===== src/rtl/traffic_phase_arbiter.sv =====
// Four-approach traffic phase FSM (ALL_RED/GREEN/YELLOW), round-robin grant; EMERGENCY_PREEMPT_EN adds preemption.
// Latency: req/emg_req act on the next rising edge; all outputs registered.
// Backpressure: none; demand is level-sampled every cycle with no latching.
module traffic_phase_arbiter #(
  parameter int GREEN_MIN = 4,
  parameter int GREEN_MAX = 12,
  parameter int YELLOW_T  = 2,
  parameter int ALLRED_T  = 1
) (
  input  logic       clk,
  input  logic       rst,
  input  logic [3:0] req,
  input  logic [3:0] emg_req,
  output logic [2:0] light_path_left,
  output logic [2:0] light_path_right,
  output logic [2:0] light_straight,
  output logic [2:0] light_back,
  output logic [1:0] grant,
  output logic       phase_start
);

  localparam logic [8:0] GMIN = 9'(GREEN_MIN);
  localparam logic [8:0] GMAX = 9'(GREEN_MAX);
  localparam logic [8:0] YT   = 9'(YELLOW_T);
  localparam logic [8:0] ART  = 9'(ALLRED_T);

  typedef enum logic [1:0] {
    ALL_RED = 2'd0,
    GREEN   = 2'd1,
    YELLOW  = 2'd2
  } state_t;

  state_t     state, state_nxt;
  logic [7:0] cnt;
  logic [8:0] n;
  logic [1:0] grant_nxt;
  logic [1:0] rr_pick;
  logic [1:0] rr_idx;
  logic       rr_any;
  logic       others;
  logic       emg_any;
  logic [1:0] emg_idx;
  logic [2:0] lamp_nxt [4];

  // n is the 1-based count of cycles spent in the current state
  assign n = {1'b0, cnt} + 9'd1;

  always_comb begin
    rr_any  = |req;
    rr_pick = grant;
    rr_idx  = 2'd0;
    for (int k = 4; k >= 1; k--) begin
      rr_idx = grant + 2'(k);
      if (req[rr_idx]) begin
        rr_pick = rr_idx;
      end
    end
  end

  assign others = |(req & ~(4'b0001 << grant));

`ifdef EMERGENCY_PREEMPT_EN
  always_comb begin
    emg_any = |emg_req;
    emg_idx = 2'd0;
    for (int i = 3; i >= 0; i--) begin
      if (emg_req[i]) begin
        emg_idx = 2'(i);
      end
    end
  end
`else
  logic emg_unused;
  assign emg_unused = ^emg_req;
  assign emg_any    = 1'b0;
  assign emg_idx    = 2'd0;
`endif

  always_comb begin
    state_nxt = state;
    grant_nxt = grant;
    case (state)
      ALL_RED: begin
        if (n >= ART) begin
          if (emg_any) begin
            state_nxt = GREEN;
            grant_nxt = emg_idx;
          end else if (rr_any) begin
            state_nxt = GREEN;
            grant_nxt = rr_pick;
          end
        end
      end
      GREEN: begin
        if (emg_any) begin
          // the emergency owner holds green indefinitely; anyone else yields at once
          if (emg_idx != grant) begin
            state_nxt = YELLOW;
          end
        end else if ((n >= GMAX) || ((n >= GMIN) && (others || !req[grant]))) begin
          state_nxt = YELLOW;
        end
      end
      YELLOW: begin
        if (n >= YT) begin
          state_nxt = ALL_RED;
        end
      end
      default: begin
        state_nxt = ALL_RED;
      end
    endcase
  end

  always_comb begin
    for (int i = 0; i < 4; i++) begin
      lamp_nxt[i] = 3'b100;
      if (2'(i) == grant_nxt) begin
        if (state_nxt == GREEN) begin
          lamp_nxt[i] = 3'b001;
        end else if (state_nxt == YELLOW) begin
          lamp_nxt[i] = 3'b010;
        end
      end
    end
  end

  always_ff @(posedge clk) begin
    if (rst) begin
      state            <= ALL_RED;
      cnt              <= 8'd0;
      grant            <= 2'd3;
      phase_start      <= 1'b0;
      light_path_left  <= 3'b100;
      light_path_right <= 3'b100;
      light_straight   <= 3'b100;
      light_back       <= 3'b100;
    end else begin
      state       <= state_nxt;
      grant       <= grant_nxt;
      phase_start <= (state_nxt == GREEN) && (state != GREEN);
      if (state_nxt != state) begin
        cnt <= 8'd0;
      end else if (cnt != 8'hFF) begin
        cnt <= cnt + 8'd1;
      end
      light_path_left  <= lamp_nxt[0];
      light_path_right <= lamp_nxt[1];
      light_straight   <= lamp_nxt[2];
      light_back       <= lamp_nxt[3];
    end
  end

endmodule


===== config.mk =====
export PLATFORM = sky130hd
export DESIGN_NAME = traffic_phase_arbiter
export DESIGN_NICKNAME = d
export VERILOG_FILES = /design/src/rtl/traffic_phase_arbiter.sv
export SDC_FILE = /design/constraint.sdc
export NUM_CORES = 1
export LEC_CHECK = 0
export BUFFER_PORTS_ARGS = -buffer_cell sky130_fd_sc_hd__buf_2
export CAP_MARGIN = 30
export CORE_ASPECT_RATIO = 0.8
export CORE_MARGIN = 3
export CORE_UTILIZATION = 50
export DETAILED_ROUTE_END_ITERATION = 16
export HOLD_SLACK_MARGIN = 0.08
export MAX_ROUTING_LAYER = met4
export PLACE_DENSITY = 0.73
export SYNTH_ARGS = -nofsm -noshare
export SYNTH_HDL_FRONTEND = slang
export SYNTH_SLANG_ARGS = --single-unit

===== constraint.sdc =====
create_clock -name clk -period 2.9 [get_ports clk]
set_input_delay 0.29 -clock clk [delete_from_list [all_inputs] [get_ports clk]]
set_output_delay 0.29 -clock clk [all_outputs]
set_load 0.1 [all_outputs]

# --- Word level (Yosys, flattened, before mapping) ---
# Cells that the tools add are included.
totals:
  elab_cells: 73
  output_inout_bits: 15
  in_bits: 10
  register_bits: 25
op_classes:
  add_sub_neg: 5
  n_reduce_logical: 14
  bitwise: 6
  magnitude_cmp: 8
  shift: 1
  eq_ne: 10
  muxes: 21
op_table:
  columns: ["op", "n"]
  rows:
  - ["2-to-1 mux 2 bit", 10]
  - ["< comparator 2 x 3 -> 1 bit, second input constant", 4]
  - ["OR reduction 2 bit", 5]
  - ["adder 8 x 1 -> 9 bit, second input constant", 1]
  - [">= comparator 9 x 1 -> 1 bit, second input constant", 1]
  - [">= comparator 9 x 2 -> 1 bit, second input constant", 1]
  - [">= comparator 9 x 3 -> 1 bit, second input constant", 1]
  - [">= comparator 9 x 4 -> 1 bit, second input constant", 1]
  - ["adder 8 x 1 -> 8 bit, second input constant", 1]
  - ["binary-select mux 1 bit (select 2 bit)", 4]
  - ["!= test 8 bit, second input constant", 1]
  - ["OR reduction 4 bit", 2]
  - ["2-to-1 mux 3 bit", 2]
  - ["case mux 2 bit (3 select lines)", 1]
  - ["adder 2 bit, second input constant", 2]
  - ["bitwise AND 4 bit", 1]
  - ["equality test 2 x 1 -> 1 bit, second input constant", 2]
  - ["equality test 2 bit, first input constant", 2]
  - ["equality test 2 bit, second input constant", 2]
  - ["logical NOT 2 bit", 2]
  - ["2-to-1 mux 1 bit", 4]
  - ["inverter 1 bit", 4]
  - ["inverter 4 bit", 1]
  - ["left shift 1 x 2 -> 4 bit, first input constant", 1]
  - ["other kinds (7)", 9]

# --- Logic depth before layout (Yosys ltp) ---
# Gate-level depths: netlist of the first run.
depth:
  word_depth: 12
  ltp_mapped: 11
  mapped_depth_nobuf: 10

# --- Worst setup path after synthesis of the first run ---
# Ideal clock, no wire load.
synth_path:
  path_kind: "reg-to-reg"
  start: "register grant[0]"
  end: "register light_path_right[2]"
  setup_time_ns: 0.122
  required_time_ns: 2.778
  stages_incl_launch_ff: 9
  setup_slack_ns: -0.309
  synth_period_minus_slack_ns: 3.209
  arrival_ns: 3.087
  cell_sequence: "dfxtp_1 > buf_4 > inv_1 > ha_1 > o21ai_0 > a21oi_1 > or2_1 > or4_1 > a311o_1"
synth_via:
  elab_chain_cells: 12
synth_lines:
  columns: ["element", "line", "source"]
  rows:
  - ["start, declared", "18", "output logic [1:0] grant,"]
  - ["start signal, assigned", "140", "grant <= grant_nxt;"]
  - ["adder 2 bit or left shift 1 x 2 -> 4 bit (tied branches)", "53, 60", null]
  - ["binary-select mux 1 bit (select 2 bit) or inverter 4 bit (tied branches)", "54, 60", null]
  - ["2-to-1 mux 1 bit (not written as such) or bitwise AND 4 bit (tied branches)", "54, 60", null]
  - ["2-to-1 mux 2 bit or OR reduction 4 bit (tied branches)", "54, 60", null]
  - ["2-to-1 mux 2 bit or logical OR 1 bit (tied branches)", "54, 100", null]
  - ["2-to-1 mux 2 bit or logical AND 1 bit (tied branches)", "54, 100", null]
  - ["2-to-1 mux 2 bit or logical OR 1 bit (tied branches)", "88, 100", null]
  - ["2-to-1 mux 2 bit (on tied branches)", "84, 100", null]
  - ["2-to-1 mux 2 bit or case mux 2 bit (3 select lines) (tied branches)", "82", "case (state)"]
  - ["equality test 1 x 2 -> 1 bit or equality test 2 bit (tied branches)", "118, 121", null]
  - ["inverter 1 bit (no source line) or 2-to-1 mux 3 bit (tied branches)", null, null]
  - ["OR reduction 2 bit (no source line) or 2-to-1 mux 3 bit (tied branches)", null, null]
  - ["end signal, assigned", "148", "light_path_right <= lamp_nxt[1];"]
  - ["end, declared", "15", "output logic [2:0] light_path_right,"]
# Parallel ways exist; a longest one is shown, timed or not. The select of a mux whose other input is x is not followed.
# A chain may end at the register's enable or synchronous reset.

# --- Final worst setup path of the first run ---
layout_path:
  start: "register cnt[0]"
  end: "register light_path_left[2]"
layout_via:
  elab_chain_cells: 9
layout_lines:
  columns: ["element", "line", "source"]
  rows:
  - ["start, declared", "34", "logic [7:0] cnt;"]
  - ["start signal, assigned", "145", "cnt <= cnt + 8'd1;"]
  - ["adder 8 x 1 -> 9 bit (*)", "46", "assign n = {1'b0, cnt} + 9'd1;"]
  - [">= comparator 9 x 3 -> 1 bit", "100", "end else if ((n >= GMAX) || ((n >= GMIN) && (others || !req[grant]))) begin"]
  - ["logical AND 1 bit", "100", null]
  - ["logical OR 1 bit", "100", null]
  - ["2-to-1 mux 2 bit", "100", null]
  - ["case mux 2 bit (3 select lines)", "82", null]
  - ["equality test 2 bit", "121", "end else if (state_nxt == YELLOW) begin"]
  - ["2-to-1 mux 3 bit", "121", null]
  - ["2-to-1 mux 3 bit", "119", "if (state_nxt == GREEN) begin"]
  - ["end signal, assigned", "147", "light_path_left <= lamp_nxt[0];"]
  - ["end, declared", "14", "output logic [2:0] light_path_left,"]
# Mark *: on every way between the ends. The rest lies on a longest branch, timed or not.

==> results of run 1 <==
Yosys cell counts (all sizes together) (2+ instances only):
| master | n | area (um2) |
|---|---|---|
| a211o | 2 | 17.5 |
| a211oi | 3 | 22.5 |
| a21o | 2 | 15.0 |
| a21oi | 6 | 30.0 |
| a221oi | 3 | 32.5 |
| a311o | 5 | 50.1 |
| a31oi | 10 | 62.6 |
| buf | 5 | 32.5 |
| clkbuf | 4 | 15.0 |
| dfxtp | 25 | 500 |
| ha | 8 | 100 |
| inv | 9 | 33.8 |
| mux2 | 4 | 45.0 |
| mux2i | 5 | 50.1 |
| nand2 | 10 | 37.5 |
| nand2b | 4 | 25.0 |
| nand3 | 2 | 15.0 |
| nand4 | 7 | 43.8 |
| nor2 | 6 | 22.5 |
| nor3 | 8 | 40.0 |
| nor4 | 4 | 25.0 |
| o211ai | 5 | 57.6 |
| o21a | 2 | 15.0 |
| o21ai | 4 | 20.0 |
| or2 | 2 | 12.5 |
| or3 | 3 | 18.8 |
| or4 | 6 | 48.8 |
| xnor2 | 3 | 26.3 |
worst max-delay path: cells and delay by family, from the launching register on:
kind	cells	cell delay [ns]
AO/OA/AOI/OAI	3	0.88
adder cells (fa/ha/maj)	2	0.49
buffers and inverters	1	0.16
flip-flops	1	0.35
AND/OR/NAND/NOR	3	0.82
state kept, by name, indices dropped and copies added, names as in the netlist:
name / cells
cnt: 8
grant: 2
light_back: 3
light_path_left: 3
light_path_right: 3
light_straight: 3
phase_start: 1
state: 2
path summary, 6_finish.rpt:
check	start	end	cells past startpoint
worst max-delay path	cnt[0]$_SDFFE_PP0N_	light_path_left[2]$_SDFF_PP1_	9
worst min-delay path	rst	state[1]$_SDFF_PP0_	2
worst max register to register	cnt[0]$_SDFFE_PP0N_	light_path_left[2]$_SDFF_PP1_	9
worst min register to register	state[0]$_SDFF_PP0_	phase_start$_SDFF_PP0_	1
per-layer routing:
layer / vias up / global-route usage
li1: 751 / -
met1: 736 / 0.341
met2: 61 / 0.317
met3: 8 / 0.0580
met4: 0 / 0.0667
met5: - / -
report_power, final:
group / internal, W / switching, W / leakage, nW
logic: 0.000147 / 0.000384 / 0.506
clock network: 0.0000976 / 0.000117 / 0.0217
registers: 0.000376 / 0.0000299 / 0.204
total: 0.000620 / 0.000532 / 0.732
cells by family after synthesis:
kind of cell	share of synthesized area
simple gates	0.191
xor+xnor	0.0166
mux	0.0743
compound gates	0.287
buf+inv	0.0514
flops	0.316
fa+ha+maj	0.0632
area by class of cell:
class	instances	area, um2	area share
repair buffers	32	190	0.101
well taps	38	47.5	0.0252
multi-input cells	131	1060	0.561
clock inverters	1	7.51	0.00398
flip-flops and latches	25	508	0.269
inverters	9	33.8	0.0179
clock buffers	3	41.3	0.0219
stage by stage:
step	std cells	hold slack, ns	total power (W)
final	239	0.299	0.00115
after global routing	239	0.300	0.00121
after CTS	237	0.289	0.00114
after detailed placement	233	0.563	0.000930
after global placement	233	0.557	0.000913
after floorplan	174	0.359	0.000832
repair_timing:
action | CTS | global route
setup endpoints to repair | 1 | 9
gates resized for setup | 1 | 5
pin swaps | 1 | 4
hold buffers | 0 | 0
buffers inserted | 0 | 2
==> key figures, run 1 <==
Outcome
  – Status: finished, final reports clean

Floorplanning
  – Initial Utilization: 0.547
  – DIE AREA: 0.00388 mm2
  – Core area: 0.00289 mm2
  – IO Count: 25
  – Die H: 56.3 um
  – Die X: 68.9 um
  – Std-Cell Rows: 17

CTS
  – Reg clk slew, reported paths: 0.09 ns
  – Sink Count: 25
  – Clock Root Buffer: clkbuf_8
  – Clk_lat worst skew: 0.27 ns
  – Max H-tree Level: 1
  – CTS max path bufs: 2
  – TritonCTS clock tree: built
  – TritonCTS buffer count: 3

Placed design
  – # port buffers: 20
  – Placed cell area: 0.00179 mm2
  – Placer congestion estimate: 0.966
  – Dpl ws: 0.0142 ns
  – Post-DP HPWL: 2960 um

Setup path
  – Largest fanout on the critical path: 6
  – R2R setup slack: 0.09 ns
  – Crit end category: register
  – CP arrival: 2.97 ns
  – Worst EP required: 3.06 ns
  – CP startpoint kind: register
  – Setup CP Type: reg -> reg
  – Crit-path cells: buf_4 -> ha_1 -> nand2b_1 -> or4_4 -> a221o_1 -> nand2_2 -> a22o_1 -> ha_4 -> a311o_1
  – Critical Path Slowest Stage Cell: or4_4
  – CP max stage delay: 0.57 ns

Final layout
  – Ant diodes: 0
  – Filler Cell Count: 258
  – Layout cell share with drive strength beyond 1: 0.313
  – Commonest non-fill, non-tap cell in the layout: dfxtp_1
  – Final std cell area, no fill: 0.00189 mm2
  – Area delta synth->final: 19.1%
  – Most frequent cells in the layout: dfxtp_1, buf_2, buf_4
  – Layout Utilization: 0.652
  – Nets@finish: 220

Global route
  – Pin count of the biggest net entering global routing: 16
  – Vias in the first global route: 1,369
  – Total gr overflow: 0
  – Initial antenna violation count: 0
  – First-pass GRT wire length: 6680 um
  – Tot GR Track Use: 0.233

Drt
  – ANT nets after route: 0
  – Drt total wl: 4120 um
  – Met2 wire length: 1860 um
  – Initial drt markers: 110
  – Metal-1 WL: 1910 um
  – WL/cell: 17.2 um
  – DR vias: 1,556
  – Metal3 WL: 289 um
  – DRC viols: 0
  – TritonRoute pass-1 iters: 4
  – Max layer used: met4
  – Via density: 6.51

Power
  – Maximum vdd drop: 573 uV
  – Pwr dens: 611 mW/mm2
  – Leak pwr: 0.732 nW

Yosys
  – Post-Synthesis Cell Area: 0.00158 mm2
  – Yosys cell types: 53
  – Main synth FF type: dfxtp_1
  – Avg Inst Size Synth: 9.10 um2
  – Post-synth ARST share: 0
  – Mapped Nets: 192
  – Ys Warns: 0
  – Number of synthesized flops with an enable pin: 0
  – Register area share after synthesis: 0.316
  – Seq cells post-synth: 25
  – Synth Instances: 174

Timing
  – Final min period: 2.81 ns
  – Final Cycle Share: 0.969
  – Final setup vio count: 0
  – Rel. slew slack: 0.442
  – Final Worst Setup Slack: 0.0908 ns
  – Clock skew: 0.00638 ns
  – Unrepaired setup endpoints after global routing: true
  – Slew Limit Fails: 0
  – Tightest Pin Transition: 0.827 ns
  – Final hold viol count: 0
  – Post-Route Setup TNS: 0 ns
  – Max Freq: 356 MHz

Job
  – Max Cap Viol: 0

Min path
  – Hold Crit Class: in -> reg
(Power assumes the default switching activity.)
==> run 2: changes to the inputs <==
==> constraint.sdc (replaced) <==
create_clock -name clk -period 2.9 [get_ports clk]
set_input_delay 0.58 -clock clk [delete_from_list [all_inputs] [get_ports clk]]
set_output_delay 0.58 -clock clk [all_outputs]
set_load 0.1 [all_outputs]
==> key figures, run 2 (synthesis results as in run 1) <==
Outcome
  – Status: finished, final reports clean (unchanged)

Job
  – Max Cap Viol: 0 (unchanged)

Drt
  – TritonRoute pass-1 iters: 4 (unchanged)
  – Drt total wl: 3920 um (was 4120 um)
  – WL/cell: 16.4 um (was 17.2 um)
  – DRC viols: 0 (unchanged)
  – Via density: 6.36 (was 6.51)
  – Initial drt markers: 97 (was 110)
  – DR vias: 1,520 (was 1,556)
  – ANT nets after route: 0 (unchanged)

Final layout
  – Final std cell area, no fill: 0.00188 mm2 (was 0.00189 mm2)
  – Largest Register: cnt (unchanged)
  – Final cell count without fillers: 239 (unchanged)
  – Area delta synth->final: 18.9% (was 19.1%)
  – Nets@finish: 220 (unchanged)
  – Layout cell share with drive strength beyond 1: 0.308 (was 0.313)
  – Commonest non-fill, non-tap cell in the layout: dfxtp_1 (unchanged)
  – Filler Cell Count: 249 (was 258)
  – Max reg flops: 8 (unchanged)
  – Layout Utilization: 0.651 (was 0.652)
  – Ant diodes: 0 (unchanged)
  – Most frequent cells in the layout: dfxtp_1, buf_2, buf_4 (unchanged)
  – Register Area: 508 um2 (unchanged)
  – Multi-input gate area: 0.00105 mm2 (was 0.00106 mm2)

Setup path
  – Crit-path cells: buf_4 -> ha_1 -> nand2b_1 -> or4_4 -> a221o_1 -> nand2_2 -> a22o_1 -> ha_4 -> a311o_1 (unchanged)
  – Critical Path Slowest Stage Cell: or4_4 (unchanged)
  – Largest fanout on the critical path: 6 (unchanged)
  – Worst EP required: 3.06 ns (about the same)
  – Setup CP Type: reg -> reg (unchanged)
  – Crit end category: register (unchanged)
  – CP arrival: 2.94 ns (was 2.97 ns)
  – CP max stage delay: 0.57 ns (about the same)
  – CP startpoint kind: register (unchanged)

Min path
  – Hold Crit Class: in -> reg (unchanged)

Global route
  – GR met2 Demand/Resource: 0.321 (was 0.317)
  – Met1 Track Usage GR: 0.334 (was 0.341)
  – Tot GR Track Use: 0.227 (was 0.233)
  – GRT busiest layer: met1 (unchanged)
  – Vias in the first global route: 1,368 (was 1,369)
  – Initial antenna violation count: 0 (unchanged)
  – First-pass GRT wire length: 6620 um (was 6680 um)
  – Total gr overflow: 0 (unchanged)
  – Pin count of the biggest net entering global routing: 16 (unchanged)
  – Met3 usage: 0.0540 (was 0.0580)

CTS
  – Clock Root Buffer: clkbuf_8 (unchanged)
  – Hold_buf cts: 0 (unchanged)
  – TritonCTS clock tree: built (unchanged)
  – Sink Count: 25 (unchanged)
  – Clk_lat worst skew: 0.27 ns (about the same)
  – CTS max path bufs: 2 (unchanged)
  – Max H-tree Level: 1 (unchanged)
  – TritonCTS buffer count: 3 (unchanged)
  – Reg clk slew, reported paths: 0.09 ns (about the same)

Floorplanning
  – Die X: 68.9 um (unchanged)
  – Std-Cell Rows: 17 (unchanged)
  – Die H: 56.3 um (unchanged)
  – DIE AREA: 0.00388 mm2 (unchanged)
  – IO Count: 25 (unchanged)
  – Core area: 0.00289 mm2 (unchanged)
  – Initial Utilization: 0.547 (unchanged)

Timing
  – Post-Route Setup TNS: 0 ns (unchanged)
  – Final min period: 2.79 ns (was 2.81 ns)
  – Tightest Pin Transition: 0.781 ns (was 0.827 ns)
  – Clock skew: 0.00778 ns (was 0.00638 ns)
  – Max Freq: 359 MHz (was 356 MHz)
  – Rel. slew slack: 0.473 (was 0.442)
  – Final Cycle Share: 0.962 (was 0.969)
  – Final setup vio count: 0 (unchanged)
  – Unrepaired setup endpoints after global routing: true (unchanged)
  – Slew Limit Fails: 0 (unchanged)
  – Final hold viol count: 0 (unchanged)

Placed design
  – Placed cell area: 0.00180 mm2 (was 0.00179 mm2)
  – Placed cells: 234 (was 233)
  – # port buffers: 20 (unchanged)
  – Placer congestion estimate: 0.960 (was 0.966)
  – Post-DP HPWL: 3020 um (was 2960 um)

Power
  – Leak pwr: 0.735 nW (was 0.732 nW)
  – Maximum vdd drop: 390 uV (was 573 uV)
  – Pwr dens: 609 mW/mm2 (was 611 mW/mm2)
==> run 2: power breakdown <==
| group | switching [W] | internal (W) | total [W] |
|---|---|---|---|
| logic | 0.000382 | 0.000146 | 0.000529 |
| registers | 0.0000299 | 0.000376 | 0.000406 |
| clock network | 0.000114 | 0.0000974 | 0.000212 |
==> run 2: per-layer routing <==
layer	up-vias	wire length (um)
met5	-	0
met4	0	14
met3	2	271
met2	54	1810
met1	723	1820
li1	741	-
==> run 2: what timing repair did <==
action                                  4_1_cts  5_1_grt
buffers inserted                              0        1
gates cloned                                  0        0
hold endpoints to repair                      0        0
endpoints found under the setup margin        4        9
pin swaps                                     1        4
resized for setup                             1        4
==> run 2: path summary, 6_finish.rpt <==
| kind | from | endpoint | slack, ns | depth (start not counted) |
|---|---|---|---|---|
| worst min register to register | state[0]$_SDFF_PP0_ | phase_start$_SDFF_PP0_ | 0.61 | 1 |
| worst max-delay path | cnt[0]$_SDFFE_PP0N_ | light_straight[2]$_SDFF_PP1_ | 0.11 | 9 |
| worst max register to register | cnt[0]$_SDFFE_PP0N_ | light_straight[2]$_SDFF_PP1_ | 0.11 | 9 |
| worst min-delay path | rst | state[1]$_SDFF_PP0_ | 0.58 | 2 |
==> run 2: metrics by stage <==
step / hold slack [ns] / setup WS (ns) / total power (W)
CTS: 0.564 / 0.00218 / 0.00115
detailed placement: 0.572 / 0.00112 / 0.000932
floorplan: 0.539 / 0.0556 / 0.000832
finish: 0.581 / 0.111 / 0.00115
global route: 0.587 / 0.0000340 / 0.00121
global placement: 0.566 / 0.0646 / 0.000915
==> run 2: critical path: cells and delay by family (launching register included) <==
kind	cells	cell delay [ns]
AOI/OAI and AO/OA	3	0.87
and+or+nand+nor	3	0.82
adders and majority gates	2	0.48
DFF	1	0.35
buffers and inverters	1	0.15
==> run 2: area by class of cell <==
class | count | area share
Clock buffer | 3 | 0.0219
Clock inverter | 1 | 0.00399
Inverter | 9 | 0.0180
Multi-Input combinational cell | 131 | 0.560
Sequential cell | 25 | 0.270
Tap cell | 38 | 0.0253
Timing Repair Buffer | 32 | 0.101
==> run 3: changes to the inputs <==
- CORE_ASPECT_RATIO: 0.8 -> 2
- CORE_UTILIZATION: 50 -> 25
- GPL_TIMING_DRIVEN: unset -> 0
- PLACE_DENSITY: 0.73 -> 0.41
==> key figures, run 3 (synthesis results as in run 1) <==
Job
  – Max Cap Viol: 0 (unchanged)

Setup path
  – Worst r2r dst: light_path_right[2]$_SDFF_PP1_ (was light_straight[2]$_SDFF_PP1_)
  – Register-to-Register Path Depth: 9 (unchanged)
  – Critical Path Start: cnt[1]$_SDFFE_PP0N_ (was cnt[0]$_SDFFE_PP0N_)
  – Setup CP Type: reg -> reg (unchanged)
  – Critical Path Sink: light_path_right[2]$_SDFF_PP1_ (was light_straight[2]$_SDFF_PP1_)
  – R2R setup slack: 0.06 ns (was 0.11 ns)
  – CP startpoint kind: register (unchanged)
  – CP arrival: 2.98 ns (was 2.94 ns)
  – Largest fanout on the critical path: 5 (was 6)
  – R2r startpoint: cnt[1]$_SDFFE_PP0N_ (was cnt[0]$_SDFFE_PP0N_)
  – Crit end category: register (unchanged)
  – Worst EP required: 3.04 ns (was 3.06 ns)

Final layout
  – Final cell count without fillers: 287 (was 239)
  – Layout cell share with drive strength beyond 1: 0.291 (was 0.308)
  – Nets@finish: 222 (was 220)
  – Max reg flops: 8 (unchanged)
  – Multi-input gate area: 0.00103 mm2 (was 0.00105 mm2)
  – Final std cell area, no fill: 0.00195 mm2 (was 0.00188 mm2)
  – Ant diodes: 0 (unchanged)
  – Most frequent cells in the layout: buf_2, dfxtp_1, a31oi_1 (was dfxtp_1, buf_2, buf_4)
  – Register Area: 510 um2 (was 508 um2)
  – Filler Cell Count: 641 (was 249)
  – Largest Register: cnt (unchanged)
  – Area delta synth->final: 23.3% (was 18.9%)
  – Commonest non-fill, non-tap cell in the layout: buf_2 (was dfxtp_1)

Placed design
  – Placed cells: 278 (was 234)
  – Placed cell area: 0.00182 mm2 (was 0.00180 mm2)
  – # port buffers: 20 (unchanged)
  – Placer congestion estimate: 0.815 (was 0.960)
  – Post-DP HPWL: 3510 um (was 3020 um)

Global route
  – First-pass GRT wire length: 7290 um (was 6620 um)
  – Pin count of the biggest net entering global routing: 15 (was 16)
  – Tot GR Track Use: 0.125 (was 0.227)
  – Initial antenna violation count: 0 (unchanged)
  – Total gr overflow: 0 (unchanged)
  – Vias in the first global route: 1,553 (was 1,368)

Outcome
  – Status: finished, final reports clean (unchanged)

CTS
  – Hold_buf cts: 0 (unchanged)
  – CTS max path bufs: 2 (unchanged)
  – Clk_lat worst skew: 0.26 ns (was 0.27 ns)
  – Max H-tree Level: 1 (unchanged)
  – Sink Count: 25 (unchanged)
  – Clock Root Buffer: clkbuf_16 (was clkbuf_8)
  – TritonCTS clock tree: built (unchanged)
  – TritonCTS buffer count: 3 (unchanged)
  – Reg clk slew, reported paths: 0.07 ns (was 0.09 ns)

Drt
  – Drt total wl: 4450 um (was 3920 um)
  – Via density: 5.42 (was 6.36)
  – TritonRoute pass-1 iters: 5 (was 4)
  – ANT nets after route: 0 (unchanged)
  – DR vias: 1,556 (was 1,520)
  – Initial drt markers: 60 (was 97)
  – WL/cell: 15.5 um (was 16.4 um)
  – DRC viols: 0 (unchanged)

Power
  – Maximum vdd drop: 192 uV (was 390 uV)
  – Switching Fraction: 0.431 (was 0.460)
  – Leak pwr: 0.745 nW (was 0.735 nW)
  – Pwr dens: 639 mW/mm2 (was 609 mW/mm2)
  – Internal Power: 0.000709 W (was 0.000619 W)
  – Gate power share: 0.439 (was 0.461)
  – Clk network pwr share: 0.246 (was 0.185)
  – Psw: 0.000538 W (was 0.000527 W)
  – Sequential power share: 0.315 (was 0.354)

Timing
  – Rel. slew slack: 0.457 (was 0.473)
  – Final Cycle Share: 0.981 (was 0.962)
  – Unrepaired setup endpoints after global routing: true (unchanged)
  – Slew Limit Fails: 0 (unchanged)
  – Max Freq: 352 MHz (was 359 MHz)
  – Final min period: 2.84 ns (was 2.79 ns)
  – Tightest Pin Transition: 0.804 ns (was 0.781 ns)
  – Final hold viol count: 0 (unchanged)
  – Clock skew: 0.00435 ns (was 0.00778 ns)
  – Final setup vio count: 0 (unchanged)

Floorplanning
  – Core area: 0.00606 mm2 (was 0.00289 mm2)
  – Die H: 119 um (was 56.3 um)
  – Std-Cell Rows: 40 (was 17)
  – DIE AREA: 0.00738 mm2 (was 0.00388 mm2)
  – IO Count: 25 (unchanged)
  – Die X: 62.3 um (was 68.9 um)
  – Initial Utilization: 0.261 (was 0.547)

Min path
  – Hold Crit Class: reg -> reg (was in -> reg)
  – Hold Crit Start: cnt[1]$_SDFFE_PP0N_ (was rst)
==> run 3: power by group through the flow <==
stage,combinational (W),sequential (W),clock [W]
global route,0.000585,0.000398,0.000330
finish,0.000547,0.000393,0.000307
CTS,0.000544,0.000394,0.000319
floorplan,0.000232,0.000600,0
detailed placement,0.000534,0.000404,0
global placement,0.000527,0.000403,0
==> run 3: worst min path at each step <==
stage | to | slack, ns | cells after the start
final | cnt[1]$_SDFFE_PP0N_ | 0.59 | 2
after global routing | state[1]$_SDFF_PP0_ | 0.62 | 2
after CTS | state[1]$_SDFF_PP0_ | 0.60 | 2
after detailed placement | cnt[0]$_SDFFE_PP0N_ | 0.58 | 2
after global placement | cnt[1]$_SDFFE_PP0N_ | 0.57 | 2
after floorplan | cnt[1]$_SDFFE_PP0N_ | 0.54 | 2
==> run 3: cell type report <==
cell class                 instances  area share
buffer                             9      0.0244
clock inverter                     1     0.00256
clock buffer                       3      0.0385
timing repair buffer              25      0.0705
sequential                        25       0.262
inverter                           9      0.0186
tap                               84      0.0538
multi-input combinational        131       0.530
==> run 3: metrics by stage <==
| step | power, W | hold WS [ns] | setup TNS (ns) | setup slack, ns | utilization |
|---|---|---|---|---|---|
| final | 0.00125 | 0.593 | 0 | 0.0557 | 0.322 |
| after global routing | 0.00131 | 0.619 | -0.264 | -0.0805 | 0.322 |
| after global placement | 0.000930 | 0.565 | -0.613 | -0.161 | 0.301 |
| after CTS | 0.00126 | 0.604 | 0 | 0.0259 | 0.319 |
| after floorplan | 0.000832 | 0.539 | 0 | 0.0556 | - |
| after detailed placement | 0.000938 | 0.577 | -0.680 | -0.175 | 0.301 |
==> run 3: critical path, cell delays in order (launching register included) <==
cell,delay (ns)
dfxtp_4,0.38
inv_4,0.04
ha_4,0.24
or3_1,0.30
or4_4,0.57
a221o_1,0.40
nand2_2,0.10
a22o_1,0.18
ha_4,0.23
a311o_1,0.28
==> run 3: layer usage <==
layer  vias to the layer above  wire (um)  GRT usage
met4                         0         89     0.0429
met1                       761       1540      0.115
met2                        38       2700      0.251
li1                        747          -          -
met5                         -          0          -
met3                        10        119     0.0181
==> run 3: what timing repair did <==
action,in CTS,in global routing
buffers inserted,3,2
resized for setup,4,1
pin swaps,2,10
endpoints found under the setup margin,9,5
